==> src/rtl/bs5_panel_pkg.sv <==
// Shared definitions for the front-panel subordinate: register addresses, reset values, hex font.
package bs5_panel_pkg;

    localparam logic [1:0] ADDR_DISP = 2'd0;
    localparam logic [1:0] ADDR_CTRL = 2'd1;
    localparam logic [1:0] ADDR_LED  = 2'd2;
    localparam logic [1:0] ADDR_SW   = 2'd3;

    localparam logic [15:0] DISP_RST = 16'h0000;
    localparam logic [7:0]  CTRL_RST = 8'hF0;
    localparam logic [15:0] LED_RST  = 16'h0000;
    localparam logic [15:0] SW_RST   = 16'h0000;

    // Active-high segments {g,f,e,d,c,b,a}; the top inverts for the active-low cathodes.
    function automatic logic [6:0] hex_font(input logic [3:0] v);
        logic [6:0] s;
        s = 7'h00;
        case (v)
            4'h0: s = 7'h3F;
            4'h1: s = 7'h06;
            4'h2: s = 7'h5B;
            4'h3: s = 7'h4F;
            4'h4: s = 7'h66;
            4'h5: s = 7'h6D;
            4'h6: s = 7'h7D;
            4'h7: s = 7'h07;
            4'h8: s = 7'h7F;
            4'h9: s = 7'h6F;
            4'hA: s = 7'h77;
            4'hB: s = 7'h7C;
            4'hC: s = 7'h39;
            4'hD: s = 7'h5E;
            4'hE: s = 7'h79;
            4'hF: s = 7'h71;
            default: s = 7'h00;
        endcase
        return s;
    endfunction

endpackage

==> src/rtl/sub_panel_debounce.sv <==
// Switch conditioner: 2-flop synchroniser, periodic sampling tick, per-bit two-sample agreement.
// Latency: 2 sync cycles plus 1-2 DEBOUNCE_DIV ticks.
// Backpressure: none; free-running, output always valid.
module sub_panel_debounce #(
    parameter int DEBOUNCE_DIV = 1000000
) (
    input  logic        bus_clock,
    input  logic        reset,
    input  logic [15:0] sw_raw,
    output logic [15:0] sw_clean
);

    localparam int CW = (DEBOUNCE_DIV > 1) ? $clog2(DEBOUNCE_DIV) : 1;

    logic [15:0]   sync_q1;
    logic [15:0]   sync_q2;
    logic [15:0]   sample_q;
    logic [15:0]   stable;
    logic [CW-1:0] tick_cnt;
    logic          tick;

    assign tick   = (tick_cnt == CW'(DEBOUNCE_DIV - 1));
    // A bit is trusted only if this tick's sample matches the previous tick's sample.
    assign stable = ~(sync_q2 ^ sample_q);

    always_ff @(posedge bus_clock) begin
        if (!reset) begin
            sync_q1  <= '0;
            sync_q2  <= '0;
            sample_q <= '0;
            tick_cnt <= '0;
            sw_clean <= bs5_panel_pkg::SW_RST;
        end else begin
            sync_q1  <= sw_raw;
            sync_q2  <= sync_q1;
            tick_cnt <= tick ? '0 : tick_cnt + CW'(1);
            if (tick) begin
                sample_q <= sync_q2;
                sw_clean <= (sync_q2 & stable) | (sw_clean & ~stable);
            end
        end
    end

endmodule

==> src/rtl/sub_bus_rw_panel.sv <==
// Front-panel bus subordinate: register file, 4-digit 7-seg scan, LEDs, debounced switches.
// Latency: reads 1 cycle after address; writes land at the edge, panel outputs one edge later.
// Backpressure: none; accepts a read and a write every cycle, no wait states.
module sub_bus_rw_panel
    import bs5_panel_pkg::*;
#(
    parameter int SCAN_DIV     = 100000,
    parameter int DEBOUNCE_DIV = 1000000
) (
    input  logic        bus_clock,
    input  logic        reset,
    input  logic        i_bus_we,
    input  logic [1:0]  i_bus_addr,
    input  logic [15:0] i_bus_data_write,
    output logic [15:0] o_bus_data_read,
    input  logic [15:0] i_sw,
    output logic [15:0] o_led,
    output logic [7:0]  o_seg,
    output logic [3:0]  o_an
);

    localparam int SW_W = (SCAN_DIV > 1) ? $clog2(SCAN_DIV) : 1;

    logic [15:0]   disp_q;
    logic [7:0]    ctrl_q;
    logic [15:0]   led_q;
    logic [15:0]   sw_q;
    logic [SW_W-1:0] slot_cnt;
    logic [1:0]    idx;
    logic          slot_wrap;
    logic [15:0]   rd_mux;
    logic [3:0]    an_nxt;
    logic [7:0]    seg_nxt;
    logic [3:0]    digit_en;
    logic [3:0]    digit_dp;
    logic [3:0]    nibble;

    sub_panel_debounce #(
        .DEBOUNCE_DIV(DEBOUNCE_DIV)
    ) u_debounce (
        .bus_clock(bus_clock),
        .reset    (reset),
        .sw_raw   (i_sw),
        .sw_clean (sw_q)
    );

    assign slot_wrap = (slot_cnt == SW_W'(SCAN_DIV - 1));
    assign digit_dp  = ctrl_q[3:0];
    assign digit_en  = ctrl_q[7:4];
    assign nibble    = disp_q[{idx, 2'b00} +: 4];

    always_comb begin
        rd_mux = 16'h0000;
        case (i_bus_addr)
            ADDR_DISP: rd_mux = disp_q;
            ADDR_CTRL: rd_mux = {8'h00, ctrl_q};
            ADDR_LED:  rd_mux = led_q;
            ADDR_SW:   rd_mux = sw_q;
            default:   rd_mux = 16'h0000;
        endcase
    end

    always_comb begin
        an_nxt  = ~((4'b0001 << idx) & digit_en);
        seg_nxt = 8'hFF;
        if (digit_en[idx]) begin
            seg_nxt = ~{digit_dp[idx], hex_font(nibble)};
        end
    end

    // Register file; the read mux sees pre-write values so same-cycle read returns old data.
    always_ff @(posedge bus_clock) begin
        if (!reset) begin
            disp_q          <= DISP_RST;
            ctrl_q          <= CTRL_RST;
            led_q           <= LED_RST;
            o_bus_data_read <= 16'h0000;
        end else begin
            o_bus_data_read <= rd_mux;
            if (i_bus_we) begin
                case (i_bus_addr)
                    ADDR_DISP: disp_q <= i_bus_data_write;
                    ADDR_CTRL: ctrl_q <= i_bus_data_write[7:0];
                    ADDR_LED:  led_q  <= i_bus_data_write;
                    default:   ;
                endcase
            end
        end
    end

    always_ff @(posedge bus_clock) begin
        if (!reset) begin
            slot_cnt <= '0;
            idx      <= 2'd0;
            o_an     <= 4'hF;
            o_seg    <= 8'hFF;
            o_led    <= 16'h0000;
        end else begin
            slot_cnt <= slot_wrap ? '0 : slot_cnt + SW_W'(1);
            if (slot_wrap) begin
                idx <= idx + 2'd1;
            end
            o_an  <= an_nxt;
            o_seg <= seg_nxt;
            o_led <= led_q;
        end
    end

endmodule

==> config.mk <==
export PLATFORM = sky130hd
export DESIGN_NAME = sub_bus_rw_panel
export DESIGN_NICKNAME = d
export VERILOG_FILES = /design/src/rtl/bs5_panel_pkg.sv /design/src/rtl/sub_panel_debounce.sv /design/src/rtl/sub_bus_rw_panel.sv
export SDC_FILE = /design/constraint.sdc
export NUM_CORES = 1
export LEC_CHECK = 0
export CAP_MARGIN = 40
export CORE_MARGIN = 4
export CORE_UTILIZATION = 40
export CTS_BUF_LIST = sky130_fd_sc_hd__clkbuf_8
export DETAILED_ROUTE_END_ITERATION = 8
export PLACE_DENSITY = 0.57
export SLEW_MARGIN = 10
export SYNTH_ARGS = -nofsm -noshare
export SYNTH_HDL_FRONTEND = slang
export SYNTH_HIERARCHICAL = 1
export SYNTH_SLANG_ARGS = --single-unit
==> constraint.sdc <==
create_clock -name bus_clock -period 5.8 [get_ports bus_clock]
set_clock_uncertainty 0.15 [all_clocks]
set_input_delay 1.16 -clock bus_clock [delete_from_list [all_inputs] [get_ports bus_clock]]
set_output_delay 1.16 -clock bus_clock [all_outputs]
set_load 0.03 [all_outputs]
==> results.toml, run 1 <==
[run_status]
status = "complete, no violations"

[critical_path]
critPathKind = "in -> reg"
reg2regPathDepth = 5
cp_num_buf_inv = 1
cp-end-kind = "register"
required_ns = 6.03
r2r_start = "idx[0]"
worst_r2r_endpoint = "o_seg[6]"
cpPeakStageDelay_ns = 0.90
rrSetupSlack_ns = 3.33
cp.depth = 5
startpoint_type = "primary input"
crit_slowest_cell = "clkdlybuf4s50_1"
path_cells = "clkdlybuf4s50_1 -> nor2_2 -> and2_0 -> nand2_1 -> a21boi_0"
critPathMaxFanout = 20
arrival_ns = 3.70
cp_top_family = "simple AND/OR/NAND/NOR gates"
cp-startpoint = "i_bus_addr[0]"

[pwr]
combPwrFrac_pct = 6.6
ir_drop_v = 0.000136
p_leak_nw = 3.04
p_sw_share_pct = 23.0
internal-power_mw = 1.85
p_seq_share_pct = 55.7
p_switching_mw = 0.551
power_frac_clock_pct = 37.7
cellPowerDensity_nw_per_um2 = 274

[floorplan]
initial_core_util_pct = 40.9
die_w_um = 144
core.rowCount = 49
pin_count = 81
dieArea_um2 = 20600
dieHeight_um = 144
fp.coreArea_um2 = 18000

[synthesis]
synthTopCellsByArea = "dfxtp_1 51%, and2_1 5.4%, nand2_1 5.0%"
synth.top_cell.area_share_pct = 50.8
yosysTopAreaCell = "dfxtp_1"
netlist_area_um2 = 7360
synthTopCellsByCount = "187 x dfxtp_1, 98 x nand2_1, 63 x and2_1"
ys_async_sr_fraction_pct = 0
yosysMostFrequentCell = "dfxtp_1"
syn-num-nets = 822
synth.distinct_cells = 47
ys.flop_type = "dfxtp_1"
yosys_register_bits = 187
syn_inst = 773
ys_warn_count = 6
synth_edf_count = 0
syn_area_per_cell_um2 = 9.53
ys_seq_area_share_pct = 50.8

[timing]
layout_setup_ws_ns = 2.34
hold_viol = 0
final_max_slew_viol_count = 0
rsz0062_at_grt = "no"
clock.fmax_mhz = 289
slew_headroom_pct = 37.5
period_share_pct = 59.7
setup_viol = 0
worst_pin_slew_ns = 0.935
period_needed_ns = 3.46
setup_tns_ns = 0

[route]
routed_wl_um = 16700
drt_iter0_drc = 324
drc = 0
wire_per_inst_um = 15.5
dr.pass1.iters = 5
via_per_inst = 5.31
antenna_left = 0
vias = 5686

[place]
dp_hpwl_um = 11800
dp_slack_ns = 1.88
gp_congestion = 0.818
io_buffers = 80
placed_cells = 1040

[global_route]
overflow = 0
grt_pass1_wl_um = 27400
grt_max_degree = 84
antenna_found_initial = 0
track_usage_pct = 16.7
grt_pass1_vias = 5477

[cts]
cts_setup_buffers = 0
cts_tree = "built"
insertion_delay_ns = 0.46
cts_max_level = 4
cts_buffer_depth = 2
cts_made_buffers = 17
cts_resized = 0
cts_hold_buf = 0
cts_sinks = 187
clk_pin_slew_worst_paths_ns = 0.09
cts-root-buf = "clkbuf_8"

[min_path]
min_to = "u_debounce/sync_q2[2]"
hp-start = "u_debounce/sync_q1[2]"
hold_path.class = "reg -> reg"
holdPathStages = 1

[layout]
num_antenna_cells = 0
drive_gt1_share_pct = 7.96
layout.nets = 879
fin_cells = 1071
areaGrowthSynthToFinish_pct = 18.8
final.fill_count = 1681

[job]
drv_cap = 0
==> placed cells by master, fill, tap and decap left out, drive strengths merged, types with 2 or more instances in the layout <==
cell type      netlist  routed
clkdlybuf4s50        0      79
and4                 4       4
mux2                 9       9
nand3               36      36
and2                64      64
nor2                27      27
clkinvlp             0       5
nand2               98      98
a21boi              36      36
a21oi               30      30
nor4                 2       2
dfxtp              187     187
a211oi               2       2
clkinv               0       2
and2b                3       3
bufinv               0       3
ha                  12      12
xnor2                8       8
nor3                 4       4
o221ai               3       3
clkbuf              36      20
or3                  7       7
xor2                14      14
nor4bb               2       2
mux4                14      14
a31oi               16      16
o21ai               57      57
inv                 12      13
and3                 6       6
o31ai                6       6
nand4               29      29
a22oi                8       8
or4                  6       6
or2                  3       3
nor2b               12      12
buf                 14       9
==> power by group through the flow <==
stage	sequential, mW	combinational, mW	clock (mW)
floorplan	1.38	0.0742	0
global placement	1.36	0.156	0
detailed placement	1.37	0.160	0
CTS	1.34	0.161	0.933
global route	1.34	0.173	0.986
finish	1.34	0.158	0.905
==> worst max-delay path by stage <==
stage	endpoint	slack (ns)
after floorplan	led_q[0]	3.35
after global placement	disp_q[14]	1.95
after detailed placement	disp_q[11]	1.88
after CTS	disp_q[13]	2.36
after global routing	disp_q[9]	2.16
final	disp_q[13]	2.34
==> registers in the layout, summed over array words and instances, names as in the netlist, named ones only <==
name and flops:
o_bus_data_read 16, o_led 16, u_debounce/sync_q2 16, idx 2
u_debounce/sync_q1 16, slot_cnt 17, u_debounce/sample_q 16, o_an 4
disp_q 16, u_debounce/tick_cnt 20, o_seg 8, ctrl_q 8
led_q 16
==> worst reg2reg max path, stage by stage (launching register included) <==
cell and delay [ns]:
dfxtp_1 0.65, mux4_1 0.75, ha_1 0.28, and2b_2 0.21
a21oi_1 0.16, o221ai_1 0.13
==> layout make-up <==
| class | instances | area, µm² | share of cell area (%) |
|---|---|---|---|
| tap | 229 | 287 | 3.28 |
| multi-input combinational | 524 | 3360 | 38.4 |
| clock inverter | 11 | 145 | 1.66 |
| timing repair buffer | 88 | 897 | 10.3 |
| inverter | 12 | 45.0 | 0.515 |
| sequential | 187 | 3740 | 42.8 |
| clock buffer | 20 | 275 | 3.15 |
==> metrics by stage <==
step | total power, mW | area [µm²] | util, % | hold slack [ns]
after global placement | 1.52 | 8240 | 45.7 | 0.269
after detailed placement | 1.53 | 8330 | 46.2 | 0.267
after global routing | 2.50 | 8750 | 48.5 | 0.303
after CTS | 2.43 | 8750 | 48.5 | 0.288
after floorplan | 1.45 | 7360 | - | 0.236
final | 2.40 | 8750 | 48.5 | 0.287
==> per-layer routing <==
| layer | up-vias | global-route usage, % | routed length (µm) |
|---|---|---|---|
| met5 | - | 0 | 0 |
| met4 | 0 | 6.69 | 376 |
| met3 | 30 | 3.36 | 754 |
| met2 | 132 | 28.0 | 8310 |
| met1 | 2708 | 21.2 | 7220 |
| li1 | 2816 | - | - |
==> cells by family after synthesis <==
kind of cell	Yosys count	synth area share, %
adder cells (fa/ha/maj)	12	2.04
flip-flops	187	50.8
AO/OA/AOI/OAI	159	13.0
AND/OR/NAND/NOR	307	21.9
XOR/XNOR	22	2.62
buffers and inverters	62	3.60
multiplexers	24	6.00
No activity file was read; power rests on OpenSTA's default activity.
==> run 2, diff against run 1 <==
- clock period: 5.8 -> 3.5 ns (I/O delays scaled with it)
==> run 2 against run 1 <==
  * Critical path type is now reg -> reg
  * Non-clock buffer count increased by 7
  * Largest cell class unchanged
  * Final cell count increased by 0.75%
  * Clock-buffer cell count decreased by 3
  * Routed wire length increased by 0.58%
  * Utilization increased by 0.13 points
  * Register-to-register slack got worse by 2.3 ns
  * Global-route usage decreased by 0.073 points
  * Total power increased by 68%
  * Critical path depth unchanged
  * Highest routed layer unchanged
==> results.toml, run 2 (synthesis gave the netlist of run 1 again) <==
[route]
drc = 0
wire_per_inst_um = 15.5
vias = 5679
via_per_inst = 5.26
antenna_left = 0
routed_wl_um = 16800
drt_iter0_drc = 405
dr.pass1.iters = 5

[cts]
cts_buffer_depth = 2
cts_sinks = 187
cts_made_buffers = 17
cts-root-buf = "clkbuf_8"
insertion_delay_ns = 0.46
cts_tree = "built"
cts_hold_buf = 0
clk_pin_slew_worst_paths_ns = 0.09
cts_setup_buffers = 0
cts_max_level = 4
cts_resized = 0

[min_path]
min_to = "u_debounce/sync_q2[2]"
hold_path.class = "reg -> reg"
hp-start = "u_debounce/sync_q1[2]"
holdPathStages = 1

[critical_path]
arrival_ns = 2.62
path_cells = "mux4_1 -> ha_1 -> and2b_2 -> a211oi_1 -> o21ai_0"
required_ns = 3.68
worst_r2r_endpoint = "o_seg[3]"
reg2regPathDepth = 5
cp_num_buf_inv = 0
critPathMaxFanout = 10
rrSetupSlack_ns = 1.06
r2r_start = "idx[0]"
startpoint_type = "register"
crit_slowest_cell = "mux4_1"
critPathKind = "reg -> reg"
cp-end-kind = "register"
cpPeakStageDelay_ns = 0.73
cp_top_family = "multiplexers"

[timing]
hold_viol = 0
rsz0062_at_grt = "no"
setup_tns_ns = 0
final_max_slew_viol_count = 0
clock.fmax_mhz = 410
period_needed_ns = 2.44
worst_pin_slew_ns = 0.650
period_share_pct = 69.7
slew_headroom_pct = 56.5
setup_viol = 0

[layout]
fin_area_um2 = 8770
mostFrequentLayoutCell = "dfxtp_1"
num_antenna_cells = 0
largest_register_ffs = 20
drive_gt1_share_pct = 8.82
layout.nets = 886
areaGrowthSynthToFinish_pct = 19.1
final_core_utilization_pct = 48.7
layout_common_cells = "187 x dfxtp_1, 98 x nand2_1, 79 x clkdlybuf4s50_1, 63 x and2_1, 57 x o21ai_0"
regMostFlops = "u_debounce/tick_cnt"
fin_cells = 1079
largestRegisters = "u_debounce/tick_cnt x20, slot_cnt x17"

[pwr]
combPwrFrac_pct = 6.6
power_frac_clock_pct = 38.4
p_seq_share_pct = 55.0
p_leak_nw = 3.08
p_switching_mw = 0.937
internal-power_mw = 3.09
cellPowerDensity_nw_per_um2 = 459
ir_drop_v = 0.000233
p_sw_share_pct = 23.3

[place]
io_buffers = 80
gp_congestion = 0.819
dp_hpwl_um = 12100
place_area_um2 = 8340
placed_cells = 1047

[floorplan]
die_w_um = 144
initial_core_util_pct = 40.9
pin_count = 81
dieArea_um2 = 20600
core.rowCount = 49
dieHeight_um = 144
fp.coreArea_um2 = 18000

[job]
drv_cap = 0

[global_route]
grt_pass1_wl_um = 27300
track_usage_pct = 16.6
antenna_found_initial = 0
overflow = 0
grt_max_degree = 41
grt_pass1_vias = 5538

[run_status]
status = "complete, no violations"
-- run 2: cell count changes in the layout (fill, tap and decap cells not counted), moves of 2 or more --
cell and change:
clkinvlp_4 -3, clkbuf_8 -3, buf_8 -5, buf_4 +13, inv_6 +3, clkinv_2 +2
-- run 2: worst max-delay path by stage --
stage | startpoint | to | slack, ns | depth (start not counted)
after floorplan | idx[0] | o_seg[5] | 1.42 | 6
after global placement | i_bus_addr[1] | disp_q[6] | 0.82 | 6
after detailed placement | i_bus_addr[0] | disp_q[6] | 0.73 | 6
after CTS | idx[0] | o_seg[3] | 1.04 | 5
after global routing | idx[0] | o_seg[3] | 0.96 | 5
final | idx[0] | o_seg[3] | 1.06 | 5
-- run 2: stage by stage --
| stage | power, mW | hold slack, ns | setup slack [ns] |
|---|---|---|---|
| after floorplan | 2.41 | 0.236 | 1.42 |
| after global placement | 2.53 | 0.269 | 0.824 |
| after detailed placement | 2.53 | 0.268 | 0.729 |
| after CTS | 4.07 | 0.292 | 1.04 |
| after global routing | 4.18 | 0.313 | 0.960 |
| final | 4.03 | 0.290 | 1.06 |
-- run 2: final cells by class --
cell class / count / area (µm²)
fillers: 1704 / 9250
well taps: 229 / 287
flip-flops and latches: 187 / 3740
multi-input cells: 524 / 3360
clock inverters: 15 / 198
inverters: 12 / 45.0
clock buffers: 17 / 234
repair buffers: 95 / 908
-- run 2: routing by layer --
layer / wire (µm) / GRT usage, % / share of wire, %
met2: 8270 / 28.5 / 49
met3: 689 / 3.33 / 4.1
met4: 366 / 6.64 / 2.2
met1: 7420 / 20.6 / 44
met5: 0 / 0 / 0
-- run 2: power groups by stage --
stage	logic [mW]	registers, mW	clock network, mW
floorplan	0.123	2.29	0
global placement	0.264	2.26	0
finish	0.266	2.21	1.55
detailed placement	0.268	2.26	0
global route	0.290	2.22	1.67
CTS	0.269	2.21	1.59
==> run 3, diff against run 2 <==
- PLACE_DENSITY: 0.57 -> 0.59
- clock period: 3.5 -> 2.1 ns (I/O delays scaled with it)
==> run 3 against run 2 <==
  * Routed wire length increased by 1.6%
  * Design area grew 2.7%
  * Global-route usage is 0.53 points higher
  * Clock power is 47% higher
  * Flip-flop and latch count stayed put
  * Via count rose by 2.0%
  * Largest power group unchanged
==> results.toml, run 3 (synthesis gave the netlist of run 1 again) <==
[run_status]
status = "complete, no violations"

[timing]
hold_viol = 0
rsz0062_at_grt = "no"
holdWs_ns = 0.246
setup_tns_ns = 0
clock.fmax_mhz = 492
slew_headroom_pct = 72.7
period_needed_ns = 2.03
setup_viol = 0
layout_setup_ws_ns = 0.0683
worst_pin_slew_ns = 0.404
period_share_pct = 96.7
final_max_slew_viol_count = 0

[critical_path]
cp_top_family = "buffers and inverters"
cp.depth = 1
worst_r2r_endpoint = "o_seg[0]"
cp-end-kind = "primary output"
arrival_ns = 1.46
r2r_start = "idx[0]"
cpPeakStageDelay_ns = 0.67
crit_slowest_cell = "clkdlybuf4s50_1"
critPathMaxFanout = 1
reg2regPathDepth = 5
rrSetupSlack_ns = 0.12
critPathKind = "reg -> out"
path_cells = "clkdlybuf4s50_1"
cp_num_buf_inv = 1
startpoint_type = "register"
required_ns = 1.53

[layout]
regMostFlops = "u_debounce/tick_cnt"
mostFrequentLayoutCell = "dfxtp_1"
largest_register_ffs = 20
num_antenna_cells = 0
layout_common_cells = "184 x dfxtp_1, 98 x nand2_1, 68 x clkdlybuf4s50_1, 63 x and2_1, 56 x o21ai_0"
areaGrowthSynthToFinish_pct = 22.3
final.fill_count = 1660
layout.nets = 912
fin_cells = 1105
final_core_utilization_pct = 50.0
drive_gt1_share_pct = 12.4
largestRegisters = "u_debounce/tick_cnt x20, slot_cnt x17"
fin_area_um2 = 9000

[min_path]
hp-start = "reset"
hold_path.class = "in -> reg"
min_to = "u_debounce/sync_q2[5]"
holdPathStages = 2

[place]
dp_hpwl_um = 12200
placed_cells = 1073
dp_slack_ns = -0.0217
place_area_um2 = 8600
gp_congestion = 0.829
io_buffers = 80

[floorplan]
die_w_um = 144
pin_count = 81
core.rowCount = 49
dieArea_um2 = 20600
dieHeight_um = 144
initial_core_util_pct = 40.9
fp.coreArea_um2 = 18000

[route]
drt_iter0_drc = 367
antenna_left = 0
vias = 5792
dr.pass1.iters = 5
via_per_inst = 5.24
wire_per_inst_um = 15.4
routed_wl_um = 17000
drc = 0

[global_route]
grt_max_degree = 55
grt-busiest-layer = "met2"
grt_use_met2_pct = 27.5
met1_usage_pct = 22.5
grt_pass1_wl_um = 28200
grt_pass1_vias = 5600
track_usage_pct = 17.2
antenna_found_initial = 0
use_met3_pct = 3.56
overflow = 0

[cts]
insertion_delay_ns = 0.46
cts_buffer_depth = 2
cts-root-buf = "clkbuf_8"
cts_max_level = 4
cts_tree = "built"
cts_setup_buffers = 0
cts_made_buffers = 17
clk_pin_slew_worst_paths_ns = 0.10
cts_sinks = 187

[pwr]
p_leak_nw = 3.36
ir_drop_v = 0.000384
power_frac_clock_pct = 35.4
combPwrFrac_pct = 7.4
internal-power_mw = 4.88
p_total_mw = 6.45
cellPowerDensity_nw_per_um2 = 716
p_sw_share_pct = 24.4
p_switching_mw = 1.57
p_seq_share_pct = 57.2

[job]
drv_cap = 0
run 3: changes by cell type in the layout (fill, tap and decap cells not counted), moves of 3 or more:
cell / delta
buf_12: +5
buf_4: +20
bufinv_16: -3
clkdlybuf4s50_1: -11
clkinvlp_4: +3
dfxtp_1: -3
dfxtp_2: +3
dlymetal6s2s_1: +9
run 3: worst max path at each step:
| stage | slack [ns] | from | to |
|---|---|---|---|
| floorplan | 0.02 | idx[0] | o_seg[5] |
| global placement | 0.04 | i_bus_addr[1] | o_bus_data_read[5] |
| detailed placement | -0.02 | idx[0] | o_seg[6] |
| CTS | 0.002 | o_bus_data_read[4] | o_bus_data_read[4] |
| global route | 0.0008 | o_an[2] | o_an[2] |
| finish | 0.07 | o_bus_data_read[12] | o_bus_data_read[12] |
run 3: layer usage:
metal	part of all wire, %	wire (µm)
met1	45	7710
met2	47	7990
met3	5.0	853
met4	2.7	466
met5	0	0
run 3: power groups by stage:
stage | clock network [mW] | registers, mW | logic (mW)
2_1_floorplan | 0 | 3.81 | 0.205
3_3_place_gp | 0 | 3.77 | 0.468
3_5_place_dp | 0 | 3.77 | 0.477
4_1_cts | 2.36 | 3.69 | 0.478
5_1_grt | 2.51 | 3.70 | 0.518
6_report | 2.28 | 3.69 | 0.475
run 3: cell type report:
type	instances	area (µm²)	share of cell area, %
clock buffers	19	262	2.90
repair buffers	121	1190	13.2
inverters	12	45.0	0.500
well taps	229	287	3.18
flip-flops and latches	187	3750	41.6
multi-input cells	524	3360	37.3
clock inverters	13	116	1.29
run 3: what timing repair did:
item,4_1_cts,5_1_grt
hold buffers,0,0
setup endpoints to repair,3,48
resized for setup,4,17
